===== config.mk =====
export PLATFORM = sky130hd
export DESIGN_NAME = pipe_ctrl
export DESIGN_NICKNAME = d
export VERILOG_FILES = /design/src/rtl/pipe_ctrl_pkg.sv /design/src/rtl/pipe_ctrl_sat_counter.sv /design/src/rtl/pipe_ctrl.sv
export SDC_FILE = /design/constraint.sdc
export NUM_CORES = 1
export LEC_CHECK = 0
export BUFFER_PORTS_ARGS = -buffer_cell sky130_fd_sc_hd__clkbuf_2
export CAP_MARGIN = 20
export CELL_PAD_IN_SITES_DETAIL_PLACEMENT = 1
export CELL_PAD_IN_SITES_GLOBAL_PLACEMENT = 1
export CORE_ASPECT_RATIO = 0.75
export CORE_MARGIN = 1.5
export CORE_UTILIZATION = 33
export DETAILED_ROUTE_END_ITERATION = 10
export PLACE_DENSITY_LB_ADDON = 0.1
export SYNTH_ARGS = -nofsm -noshare
export SYNTH_HDL_FRONTEND = slang
export SYNTH_HIERARCHICAL = 1
export SYNTH_SLANG_ARGS = --single-unit

===== constraint.sdc =====
create_clock -name clk -period 6.6 [get_ports clk]
set_input_delay 0.66 -clock clk [delete_from_list [all_inputs] [get_ports clk]]
set_output_delay 0.66 -clock clk [all_outputs]
set_load 0.03 [all_outputs]

===== src/rtl/pipe_ctrl_pkg.sv =====
// +------------------------------------------------------------------+
// | pipe_ctrl_pkg : shared stall/flush encodings and FSM states       |
// | Rev 1.0                                                          |
// +------------------------------------------------------------------+
`default_nettype none

package pipe_ctrl_pkg;

  localparam logic        STOP      = 1'b1;
  localparam logic        NOSTOP    = 1'b0;

  localparam logic [5:0]  STALL_EX  = 6'b001111;
  localparam logic [5:0]  STALL_ID  = 6'b000111;
  localparam logic [5:0]  STALL_IF  = 6'b000011;

  localparam logic [31:0] ZeroWord  = 32'h0000_0000;
  localparam logic        RstEnable = 1'b1;

  localparam logic [1:0]  CTRL_RUN   = 2'd0;
  localparam logic [1:0]  CTRL_STALL = 2'd1;
  localparam logic [1:0]  CTRL_FLUSH = 2'd2;
  localparam logic [1:0]  CTRL_MASK  = 2'd3;

  typedef enum logic [1:0] {
    ST_RUN   = CTRL_RUN,
    ST_STALL = CTRL_STALL,
    ST_FLUSH = CTRL_FLUSH,
    ST_MASK  = CTRL_MASK
  } ctrl_state_e;

endpackage

`default_nettype wire


===== src/rtl/pipe_ctrl_sat_counter.sv =====
// +------------------------------------------------------------------+
// | sat_counter : up-counter with enable, sync clear, saturates at max|
// | Rev 1.0                                                          |
// +------------------------------------------------------------------+
`default_nettype none

module sat_counter
  import pipe_ctrl_pkg::*;
#(
  parameter int unsigned WIDTH = 32
) (
  input  logic             clk,
  input  logic             rst,
  input  logic             clr,
  input  logic             en,
  output logic [WIDTH-1:0] cnt
);

  logic [WIDTH-1:0] cnt_q;
  logic [WIDTH-1:0] cnt_d;

  // Clear has priority over increment; the all-ones value is sticky.
  always_comb begin
    cnt_d = cnt_q;
    if (clr) begin
      cnt_d = '0;
    end else if (en && (cnt_q != {WIDTH{1'b1}})) begin
      cnt_d = cnt_q + 1'b1;
    end
  end

  always_ff @(posedge clk) begin
    if (rst == RstEnable) begin
      cnt_q <= '0;
    end else begin
      cnt_q <= cnt_d;
    end
  end

  assign cnt = cnt_q;

endmodule

`default_nettype wire


===== src/rtl/pipe_ctrl.sv =====
// +------------------------------------------------------------------+
// | pipe_ctrl : stall/flush control, stall perf counter, and optional |
// | stall watchdog enabled by CTRL_WDOG_EN.            Rev 1.0        |
// +------------------------------------------------------------------+
`default_nettype none

module pipe_ctrl
  import pipe_ctrl_pkg::*;
#(
  parameter int unsigned WDOG_CYCLES = 1024
) (
  input  logic        clk,
  input  logic        rst,
  input  logic        stallreq_if,
  input  logic        stallreq_id,
  input  logic        stallreq_ex,
  input  logic        flush_req,
  input  logic [31:0] flush_pc,
  output logic [5:0]  stall,
  output logic        flush,
  output logic [31:0] new_pc,
  output logic [31:0] stall_cycles,
  output logic        stall_timeout
);

  ctrl_state_e state_q;
  ctrl_state_e state_d;
  logic [5:0]  req_stall;
  logic        squashed;
  logic        stall_any;

  if ((WDOG_CYCLES < 2) || (WDOG_CYCLES > 65535)) begin : g_wdog_range_err
    $error("pipe_ctrl: WDOG_CYCLES must be within 2..65535");
  end

  // A state of FLUSH means the previous cycle flushed: ID/EX requests now
  // come from squashed instructions.
  assign squashed = (state_q == ST_FLUSH);

  always_comb begin
    req_stall = {6{NOSTOP}};
    if (stallreq_ex && !squashed) begin
      req_stall = STALL_EX;
    end else if (stallreq_id && !squashed) begin
      req_stall = STALL_ID;
    end else if (stallreq_if) begin
      req_stall = STALL_IF;
    end
  end

  always_comb begin
    stall  = {6{NOSTOP}};
    flush  = 1'b0;
    new_pc = ZeroWord;
    if (rst != RstEnable) begin
      if (flush_req) begin
        flush  = 1'b1;
        new_pc = flush_pc;
      end else begin
        stall  = req_stall;
      end
    end
  end

  // Every stall encoding holds the PC.
  assign stall_any = (stall[0] == STOP);

  always_comb begin
    state_d = ST_RUN;
    if (flush_req) begin
      state_d = ST_FLUSH;
    end else if (state_q == ST_FLUSH) begin
      state_d = ST_MASK;
    end else if (stall_any) begin
      state_d = ST_STALL;
    end
  end

  always_ff @(posedge clk) begin
    if (rst == RstEnable) begin
      state_q <= ST_RUN;
    end else begin
      state_q <= state_d;
    end
  end

  sat_counter #(
    .WIDTH (32)
  ) u_stall_cnt (
    .clk (clk),
    .rst (rst),
    .clr (1'b0),
    .en  (stall_any),
    .cnt (stall_cycles)
  );

`ifdef CTRL_WDOG_EN
  localparam logic [15:0] WDOG_LAST = 16'(WDOG_CYCLES - 1);

  logic [15:0] wdog_cnt;
  logic        timeout_q;
  logic        timeout_d;

  sat_counter #(
    .WIDTH (16)
  ) u_wdog_cnt (
    .clk (clk),
    .rst (rst),
    .clr (flush | ~stall_any),
    .en  (stall_any),
    .cnt (wdog_cnt)
  );

  // Trip on the edge where the run counter reaches WDOG_CYCLES.
  always_comb begin
    timeout_d = timeout_q;
    if (stall_any && (wdog_cnt >= WDOG_LAST)) begin
      timeout_d = 1'b1;
    end
  end

  always_ff @(posedge clk) begin
    if (rst == RstEnable) begin
      timeout_q <= 1'b0;
    end else begin
      timeout_q <= timeout_d;
    end
  end

  assign stall_timeout = timeout_q;
`else
  assign stall_timeout = 1'b0;
`endif

endmodule

`default_nettype wire


==> impl_results.md, run 1 <==
- HPWL after DPL: 4906 um
- Vias: 2238
- Crit path launch type: input port
- Leak: about 1.1 nW
- Hold Path Cell Cnt: 2
- Crit. End Element: register
- Initial Util: 34.47%
- Number of port buffers: roughly 110
- Root Buffer: clkbuf_8
- TritonCTS Buffers: 5
- Max-cap viol count: 0
- R2r endpoint: u_stall_cnt/cnt[30]
- #FFs+latches synth: 34
- Hold EP: u_stall_cnt/cnt[31]
- Overflow after GRT: 0
- Post-DR vias/cell: just over 5
- Setup Fix Bufs, Post-CTS: 0
- Clk sinks: 34
- Synth Area in XOR/XNOR: approximately 3%
- Top_reg_cell synth: dfxtp_1
- Simple-gate share of the synthesized area: around two fifths
- # IOs: 110
- Wire length per cell: 14.45 um
- All-Layer GR Usage: 19.03%
- Max Clk Rate: 0.3839 GHz
- Ratio of cells with drive above 1 in the final layout: a little under two fifths
- Post-Syn Area: 2018 sq um
- Die area: ~6600 sq um
- Crit path DAT: 2.81 ns
- Worst reg-to-reg setup slack: ~4.2 ns
- Synth unique cells: 46
- Post-synthesis mux area share: 0%
- Setup-failing EPs final: 0
- Worst r2r src: state_q[1]
- Setup ws final: ~4 ns
- Main combinational cell family by area after synthesis: simple AND/OR/NAND/NOR gates
- Detailed-route DRC error count: 0
- Antenna violations before repair: 0
- Vias in the first global route: around 2100
- Area share of fa/ha/maj cells after synthesis: less than 1%
- Mean Syn Cell Area: 8.041 sq um
- Final hold vios: 0
- Nets@finish: between 300 and 400
- Detailed Routing Iterations Pass 1: 4
- Die Y: approximately 71 um
- Max clock buf depth: 2
- HP Class: register to register
- Warnings, synthesis: 6
- H-tree Lvls: 2
- Post-synth EDFFs: 0
- Async S/R FF share, synth: 0%
- Cell Rows: 24
- First-pass GRT wire length: ~10000 um
- Count of pins over their slew limit: 0
- Pwr/cell area: 156.0 nW/um^2
- Sequential share of the synthesized area: 33.73%
- Post-synthesis compound-gate area fraction: 18.10%
- CP Max Fanout: 8
- Setup_tns: 0 ns
- Worst vdd ir: roughly 0.083 mV
- Post-synthesis instance total: about 250
- R2R depth: 8
- Most used cell, CP: or4_4
- RSZ-0062 raised after global routing: false
- Core outline area: just under 6000 sq um
- Hold_buf cts: 0
- ANT cells: 0
- WL final: 6242 um
- Largest net degree at the start of global routing: 34
- Worst stage delay on the critical path: between 0.4 and 0.5 ns
- Max_slew headroom: 46.34%
- Cells along the critical path: clkbuf_2 -> nor2_1 -> o21a_1 -> nand4_1 -> or4_4 -> or4_4 -> or3_1 -> a21oi_1
- FILL cells: 775
- Placed cells: ~430
- Layout area overhead: 31.43%
- Overall power consumption: a little over 400 uW
- PostCTS Resize Cnt: 0
- Crit path kind: input port to register
- Final cell count without fillers: around 430
- Skew-Pair Late Insertion Delay: between 0.2 and 0.3 ns
- Slowest cell on crit path: or4_4
- Slew @ Worst Pin: between 0.8 and 0.9 ns
- Width of the die: 93.30 um
- Clock slew at reported path FFs: ~0.070 ns
- CTS tree: built
- Outcome: finished clean
- HP Start: u_stall_cnt/cnt[31]
- Data required, critical path: 6.81 ns
- Tcrit/Tclk final: between 30% and 40%
- DRT antenna net count: 0
- Initial DRC Count: 55
- Post-layout min period: 2.605 ns
- Worst Skew: about 0.0053 ns
- Hold_ws: slightly above 0.5 ns
- Pre-CTS WS: between 3 and 4 ns
- GPL Wtd Cong: around 0.79
[how the worst max path moves through the flow]
stage,slack [ns],cells after the start,to,startpoint
3_3_place_gp,3.76,8,u_stall_cnt/cnt[30],rst
6_report,4.00,8,u_stall_cnt/cnt[30],rst
5_1_grt,3.79,8,u_stall_cnt/cnt[30],rst
3_5_place_dp,3.67,8,u_stall_cnt/cnt[26],rst
4_1_cts,3.96,8,u_stall_cnt/cnt[26],rst
2_1_floorplan,3.86,7,u_stall_cnt/cnt[30],rst
[through the flow]
stage	instance area [sq um]	utilization (%)
floorplan	2033	-
global placement	2574	43.95
detailed placement	2574	43.95
CTS	2653	45.30
global route	2653	45.30
finish	2653	45.30
[sequential cells by signal (all words and copies together) (netlist names)]
signal           flops
u_stall_cnt/cnt     32
state_q              2
[critical path, delay by kind of cell]
family	cells	cell delay, ns
compound gates	2	0.47
simple gates	5	1.54
buf+inv	1	0.13
[routing by layer]
layer	global-route usage, %	wire (um)
met1	24.57	2893
met2	32.21	2899
met3	5.591	424
met4	2.525	23
met5	0	0
[report_power, final]
group / switching (mW) / total (mW) / internal (mW)
sequential: 0.000558 / 0.207 / 0.206
clock: 0.0740 / 0.145 / 0.0708
combinational: 0.0409 / 0.0623 / 0.0214
[final cells by class]
type                    instances  area, sq um  area share, %
clock buffers                   5        68.82          2.594
clock inverters                 2        10.01         0.3774
inverters                       4        15.01         0.5660
multi-input cells             201         1235          46.56
flip-flops and latches         34        680.7          25.66
well taps                      78        97.59          3.679
repair buffers                108        545.5          20.57
[kinds of logic (layout without fill, tap and decap cells)]
kind of cell    Yosys count  after routing
xor+xnor                  7              7
buf+inv                  20            119
other cells               1              5
compound gates           56             56
fa+ha+maj                 1              1
simple gates            132            132
flops                    34             34
[synthesized netlist by cell type (4+ instances only)]
cell	count	area share, %
nand3_1	12	3.0
dfxtp_1	34	34
buf_4	4	1.5
o21ai_1	5	1.2
a31oi_1	4	1.2
and2_1	20	6.2
inv_1	4	0.74
buf_2	4	0.99
or4_1	4	1.5
nand4_1	9	2.8
clkbuf_1	5	0.93
nor3_1	4	0.99
nor4_1	5	1.5
o21ai_0	11	2.7
xnor2_1	5	2.2
nor2_1	21	3.9
a21oi_1	15	3.7
nand2_1	18	3.3
and2_2	12	4.5
or3_1	15	4.6
[cells in the final DEF (no fill, tap or decap), drive strengths merged, types with 3 or more instances in the layout]
cell / Yosys / final
dfxtp: 34 / 34
or3: 16 / 16
nand4: 10 / 10
a21oi: 15 / 15
and2: 32 / 32
nor3: 4 / 4
inv: 4 / 4
o31ai: 3 / 3
clkbuf: 5 / 111
conb: 1 / 5
nor4: 5 / 5
nand3: 12 / 12
or4: 6 / 6
o311ai: 3 / 3
o21ai: 16 / 16
a41o: 3 / 3
nand2: 18 / 18
xnor2: 5 / 5
a31oi: 4 / 4
nor2: 21 / 21
o211ai: 3 / 3
Power figures use the tool's default switching activity.
==> inputs of run 2 (changes only) <==
- CORE_UTILIZATION: 33 -> 28
- clock period: 6.6 -> 2.25 ns (I/O delays scaled with it)
==> run 2 against run 1 <==
Effect of this change: clock skew rose by 0.0017 ns; clock power increased to 3.2 times the previous value; core utilization down 3.0 points; die area increased by 17%; critical path depth is the same; register-to-register slack got worse by 4.1 ns; design area rose by 10%; flip-flop and latch count did not move; final cell count up 10%; sequential power grew to 2.9 times the previous value.
==> impl_results.md, run 2 (synthesized netlist as in run 1, its figures left out) <==
- Outcome: finished clean (unchanged)
- Hold_ws: 0.2173 ns (was 0.5101 ns)
- Initial DRC Count: 64 (was 55)
- GRT busiest layer: met2 (unchanged)
- Die Y: 76.53 um (was 70.73 um)
- M2 GR Usage: 28.11% (was 32.21%)
- Root Buffer: clkbuf_8 (unchanged)
- # IOs: 110 (unchanged)
- Vias: 2312 (was 2238)
- Setup-failing EPs final: 0 (unchanged)
- Post-DR vias/cell: 4.857 (was 5.181)
- Hold_buf cts: 0 (unchanged)
- Detailed-route DRC error count: 0 (unchanged)
- Max reg flops: 32 (unchanged)
- Vias in the first global route: 2167 (was 2109)
- Most frequent cells in the layout: clkbuf_2 (106), buf_4 (27), dfxtp_1 (22) (was clkbuf_2 (106), dfxtp_1 (34), nor2_1 (21))
- Width of the die: 101.0 um (was 93.30 um)
- Crit path kind: register to register (was input port to register)
- Cell Rows: 26 (was 24)
- Most used cell, CP: or4_4 (unchanged)
- H-tree Lvls: 2 (unchanged)
- HPWL after DPL: 5254 um (was 4906 um)
- Wire length per cell: 14.07 um (was 14.45 um)
- RSZ-0062 raised after global routing: true (was false)
- Initial Util: 29.26% (was 34.47%)
- Area post-placement: 2793 sq um (was 2574 sq um)
- Worst Skew: 0.006998 ns (was 0.005286 ns)
- Final instance area: 2920 sq um (was 2653 sq um)
- Core outline area: 6897 sq um (was 5856 sq um)
- Largest net degree at the start of global routing: 34 (unchanged)
- CP Max Fanout: 5 (was 8)
- Slowest cell on crit path: or4_4 (unchanged)
- GR met1 Demand/Resource: 23.03% (was 24.57%)
- Ratio of cells with drive above 1 in the final layout: 47.35% (was 38.14%)
- Max-cap viol count: 0 (unchanged)
- Commonest non-fill, non-tap cell in the layout: clkbuf_2 (unchanged)
- Final hold vios: 0 (unchanged)
- Cells along the critical path: nor2b_4 -> nor2_2 -> o21a_2 -> nand4_1 -> or4_4 -> or4_4 -> or3_4 -> a21oi_2 (was clkbuf_2 -> nor2_1 -> o21a_1 -> nand4_1 -> or4_4 -> or4_4 -> or3_1 -> a21oi_1)
- Met3 Resource Use GR: 4.037% (was 5.591%)
- Number of port buffers: 106 (unchanged)
- DRT antenna net count: 0 (unchanged)
- GPL Wtd Cong: 0.7573 (was 0.7912)
- Skew-Pair Late Insertion Delay: 0.29 ns (was 0.28 ns)
- Antenna violations before repair: 0 (unchanged)
- CTS tree: built (unchanged)
- Detailed Routing Iterations Pass 1: 4 (unchanged)
- Die area: 7731 sq um (was 6599 sq um)
- First-pass GRT wire length: 10760 um (was 10140 um)
- Clk sinks: 34 (unchanged)
- Data required, critical path: 2.47 ns (was 6.81 ns)
- Pwr/cell area: 431.9 nW/um^2 (was 156.0 nW/um^2)
- Crit path launch type: register (was input port)
- Crit path DAT: 2.44 ns (was 2.81 ns)
- Setup ws final: 0.02229 ns (was 3.995 ns)
- Max Clk Rate: approximately 0.45 GHz
- Count of pins over their slew limit: 0 (unchanged)
- HP Class: input port to register (was register to register)
- Tcrit/Tclk final: between 90% and 100%
- Overflow after GRT: 0 (unchanged)
- Final Util: 42.34% (was 45.30%)
- All-Layer GR Usage: 17.45% (was 19.03%)
- Max clock buf depth: 2 (unchanged)
- Clock slew at reported path FFs: 0.07 ns (about the same)
- Crit. End Element: register (unchanged)
- TritonCTS Buffers: 5 (unchanged)
- Layout area overhead: 44.70% (was 31.43%)
- Max_slew headroom: 59.21% (was 46.34%)
- WL final: 6699 um (was 6242 um)
- Leak: 1.277 nW (was 1.140 nW)
- Worst stage delay on the critical path: 0.46 ns (about the same)
- ANT cells: 0 (unchanged)
- WP buf/inv: 0 (was 1)
- Slew @ Worst Pin: 0.6091 ns (was 0.8019 ns)
- Nets@finish: 418 (was 393)
- Setup_tns: 0 ns (unchanged)
- Worst vdd ir: 0.2350 mV (was 0.08294 mV)
- Crit path max-delay family: simple AND/OR/NAND/NOR gates (unchanged)
- Post-layout min period: ~2.2 ns
- Pre-CTS WS: 0.02049 ns (was 3.675 ns)
==> run 2: stage by stage <==
stage	total power, mW	std cells
6_report	1.261	476
5_1_grt	1.322	476
4_1_cts	1.279	474
3_5_place_dp	0.8191	468
3_3_place_gp	0.8157	468
2_1_floorplan	0.7473	255
==> run 2: final timing paths <==
| check | from | end | slack, ns | cells past startpoint |
|---|---|---|---|---|
| worst max-delay path | state_q[1] | u_stall_cnt/cnt[26] | 0.02 | 8 |
| worst min-delay path | stallreq_id | state_q[0] | 0.22 | 2 |
| worst max register to register | state_q[1] | u_stall_cnt/cnt[26] | 0.02 | 8 |
| worst min register to register | u_stall_cnt/cnt[1] | u_stall_cnt/cnt[1] | 0.49 | 2 |
==> run 2: what timing repair did <==
item,CTS,global route
setup endpoints to repair,0,14
buffers inserted,0,2
resized for setup,0,7
==> run 2: power breakdown <==
part	total (mW)	internal, mW	switching, mW
Sequential	0.606	0.605	0.00148
Clock	0.458	0.236	0.221
Combinational	0.198	0.0732	0.124
Total	1.26	0.914	0.347
==> run 2: per-layer routing <==
metal / vias to the layer above / share of wire, %
met2: 70 / 45
met1: 1075 / 47
met3: 6 / 6.7
met5: - / 0
li1: 1161 / -
met4: 0 / 1.2
==> run 2: area by class of cell <==
cell class                      count  area (sq um)
Fill cell                         893          3976
Multi-Input combinational cell    201          1271
Timing Repair Buffer              133         733.2
Sequential cell                    34         695.7
Tap cell                           98         122.6
Clock buffer                        6         82.58
Inverter                            4         15.01
==> inputs of run 3 (changes only) <==
- CORE_UTILIZATION: 28 -> 29
- CTS_BUF_LIST: unset -> sky130_fd_sc_hd__clkbuf_8
==> run 3 against run 2 <==
Effect of this change: clock power shrank 8.1%; core utilization rose by 0.96 points; flip-flop and latch count stayed put.
==> impl_results.md, run 3 (synthesized netlist as in run 1, its figures left out) <==
- Int Pwr: 880.8 uW (was 913.9 uW)
- Die area: 7474 sq um (was 7731 sq um)
- Slew @ Worst Pin: 0.6130 ns (was 0.6091 ns)
- Data required, critical path: 2.47 ns (about the same)
- Vias: 2328 (was 2312)
- Leak: 1.303 nW (was 1.277 nW)
- HP Class: input port to register (unchanged)
- Hold_buf cts: 0 (unchanged)
- Placed cells: 458 (was 468)
- Final Util: 43.31% (was 42.34%)
- Multi-input logic area: 1275 sq um (was 1271 sq um)
- Count of pins over their slew limit: 0 (unchanged)
- Final cell count without fillers: 467 (was 476)
- Sw Ratio: 28.09% (was 27.53%)
- CP endpoint: u_stall_cnt/cnt[26] (unchanged)
- Pwr/cell area: 418.0 nW/um^2 (was 431.9 nW/um^2)
- Max reg flops: 32 (unchanged)
- Final instance area: 2930 sq um (was 2920 sq um)
- Worst Setup SP: state_q[1] (unchanged)
- Skew-Pair Late Insertion Delay: 0.28 ns (was 0.29 ns)
- Post-DR vias/cell: 4.985 (was 4.857)
- Register Area: 695.7 sq um (unchanged)
- Initial DRC Count: 68 (was 64)
- H-tree Lvls: 2 (unchanged)
- Switching pwr: 344.0 uW (was 347.2 uW)
- Antenna violations before repair: 0 (unchanged)
- Comb power frac: 16.1% (was 15.7%)
- Area post-placement: 2805 sq um (was 2793 sq um)
- DRT antenna net count: 0 (unchanged)
- Clk sinks: 34 (unchanged)
- Crit path DAT: 2.45 ns (was 2.44 ns)
- Setup ws final: 0.01930 ns (was 0.02229 ns)
- Max-cap viol count: 0 (unchanged)
- Wire length per cell: 14.73 um (was 14.07 um)
- Setup-failing EPs final: 0 (unchanged)
- WL final: 6878 um (was 6699 um)
- CP Max Fanout: 5 (unchanged)
- Layout area overhead: 45.20% (was 44.70%)
- Crit path kind: register to register (unchanged)
- Largest net degree at the start of global routing: 34 (unchanged)
- Pre-CTS WS: -0.005252 ns (was 0.02049 ns)
- Detailed Routing Iterations Pass 1: 4 (unchanged)
- Core outline area: 6766 sq um (was 6897 sq um)
- Most frequent cells in the layout: clkbuf_2 (106), buf_4 (31), dfxtp_1 (22) (was clkbuf_2 (106), buf_4 (27), dfxtp_1 (22))
- Worst vdd ir: 0.2141 mV (was 0.2350 mV)
- Clock slew at reported path FFs: 0.07 ns (about the same)
- Ratio of cells with drive above 1 in the final layout: 47.78% (was 47.35%)
- RSZ-0062 raised after global routing: true (unchanged)
- Nets@finish: 422 (was 418)
- Max clock buf depth: 2 (unchanged)
- # IOs: 110 (unchanged)
- Sequential power share: 49.5% (was 48.1%)
- CTS tree: built (unchanged)
- HPWL after DPL: 5350 um (was 5254 um)
- FILL cells: 864 (was 893)
- Final hold vios: 0 (unchanged)
- Overflow after GRT: 0 (unchanged)
- Initial Util: 29.83% (was 29.26%)
- Worst reg-to-reg setup slack: 0.02 ns (about the same)
- Post-layout min period: 2.231 ns (was 2.228 ns)
- R2r endpoint: u_stall_cnt/cnt[26] (unchanged)
- Detailed-route DRC error count: 0 (unchanged)
- First-pass GRT wire length: 10700 um (was 10760 um)
- Outcome: finished clean (unchanged)
- Number of port buffers: 106 (unchanged)
- Crit path launch type: register (unchanged)
- Max Clk Rate: 0.4483 GHz (was 0.4489 GHz)
- R2R depth: 8 (unchanged)
- Worst r2r src: state_q[1] (unchanged)
- Max_slew headroom: 58.94% (was 59.21%)
- Commonest non-fill, non-tap cell in the layout: clkbuf_2 (unchanged)
- Crit. End Element: register (unchanged)
- Root Buffer: clkbuf_8 (unchanged)
- Width of the die: 99.33 um (was 101.0 um)
- Clk network pwr share: 34.4% (was 36.3%)
- GPL Wtd Cong: 0.7757 (was 0.7573)
- All-Layer GR Usage: 18.29% (was 17.45%)
- Overall power consumption: 1.225 mW (was 1.261 mW)
- Cell Rows: 26 (unchanged)
- Worst Skew: 0.003152 ns (was 0.006998 ns)
- Tcrit/Tclk final: 99.14% (was 99.01%)
- Vias in the first global route: 2131 (was 2167)
- Die Y: 75.25 um (was 76.53 um)
- ANT cells: 0 (unchanged)
- TritonCTS Buffers: 5 (unchanged)
==> run 3: worst min path at each step <==
stage / cells past startpoint / end / startpoint / slack [ns]
after floorplan: 1 / state_q[1] / rst / 0.30
after global placement: 2 / u_stall_cnt/cnt[1] / u_stall_cnt/cnt[1] / 0.47
after detailed placement: 2 / u_stall_cnt/cnt[1] / u_stall_cnt/cnt[1] / 0.49
after CTS: 2 / state_q[0] / stallreq_if / 0.19
after global routing: 2 / state_q[0] / stallreq_if / 0.20
final: 2 / state_q[0] / stallreq_id / 0.19
==> run 3: layout make-up <==
cell class | count | area share, %
multi-input combinational | 201 | 43.51
tap | 84 | 3.587
clock inverter | 2 | 0.2562
inverter | 4 | 0.5124
timing repair buffer | 137 | 26.05
clock buffer | 5 | 2.348
sequential | 34 | 23.74
==> run 3: stage by stage <==
| step | hold slack [ns] | TNS [ns] |
|---|---|---|
| after CTS | 0.1881 | 0 |
| after floorplan | 0.2974 | -0.06117 |
| after global placement | 0.4707 | 0 |
| final | 0.1923 | 0 |
| after detailed placement | 0.4863 | -0.005252 |
| after global routing | 0.1970 | -0.3034 |
==> run 3: worst max-delay path, stage by stage, from the launching register on <==
cell and delay (ns):
dfxtp_1 0.31, nor2b_4 0.13, nor2_2 0.10, o21a_2 0.16, nand4_1 0.10, or4_4 0.45
or4_4 0.44, or3_1 0.36, a21oi_1 0.12
==> run 3: power groups by stage <==
stage	clock, mW	combinational (mW)	sequential, mW
5_1_grt	0.461	0.215	0.606
2_1_floorplan	0	0.126	0.622
3_5_place_dp	0	0.198	0.620
3_3_place_gp	0	0.194	0.620
6_report	0.421	0.197	0.606
4_1_cts	0.437	0.199	0.606
==> run 3: routing by layer <==
layer  track usage [%]  vias up  part of all wire [%]
met5                 0        -                     0
met4             5.164        0                  0.93
met3             3.807        4                   3.2
met2             28.54       40                    46
met1             25.78     1112                    50
li1                  -     1172                     -
==> run 3: repair_timing <==
action | CTS | global route
gates resized for setup | 0 | 10
pin swaps | 0 | 7
endpoints found under the setup margin | 2 | 17
buffers inserted | 1 | 1
endpoints found under the hold margin | 0 | 0
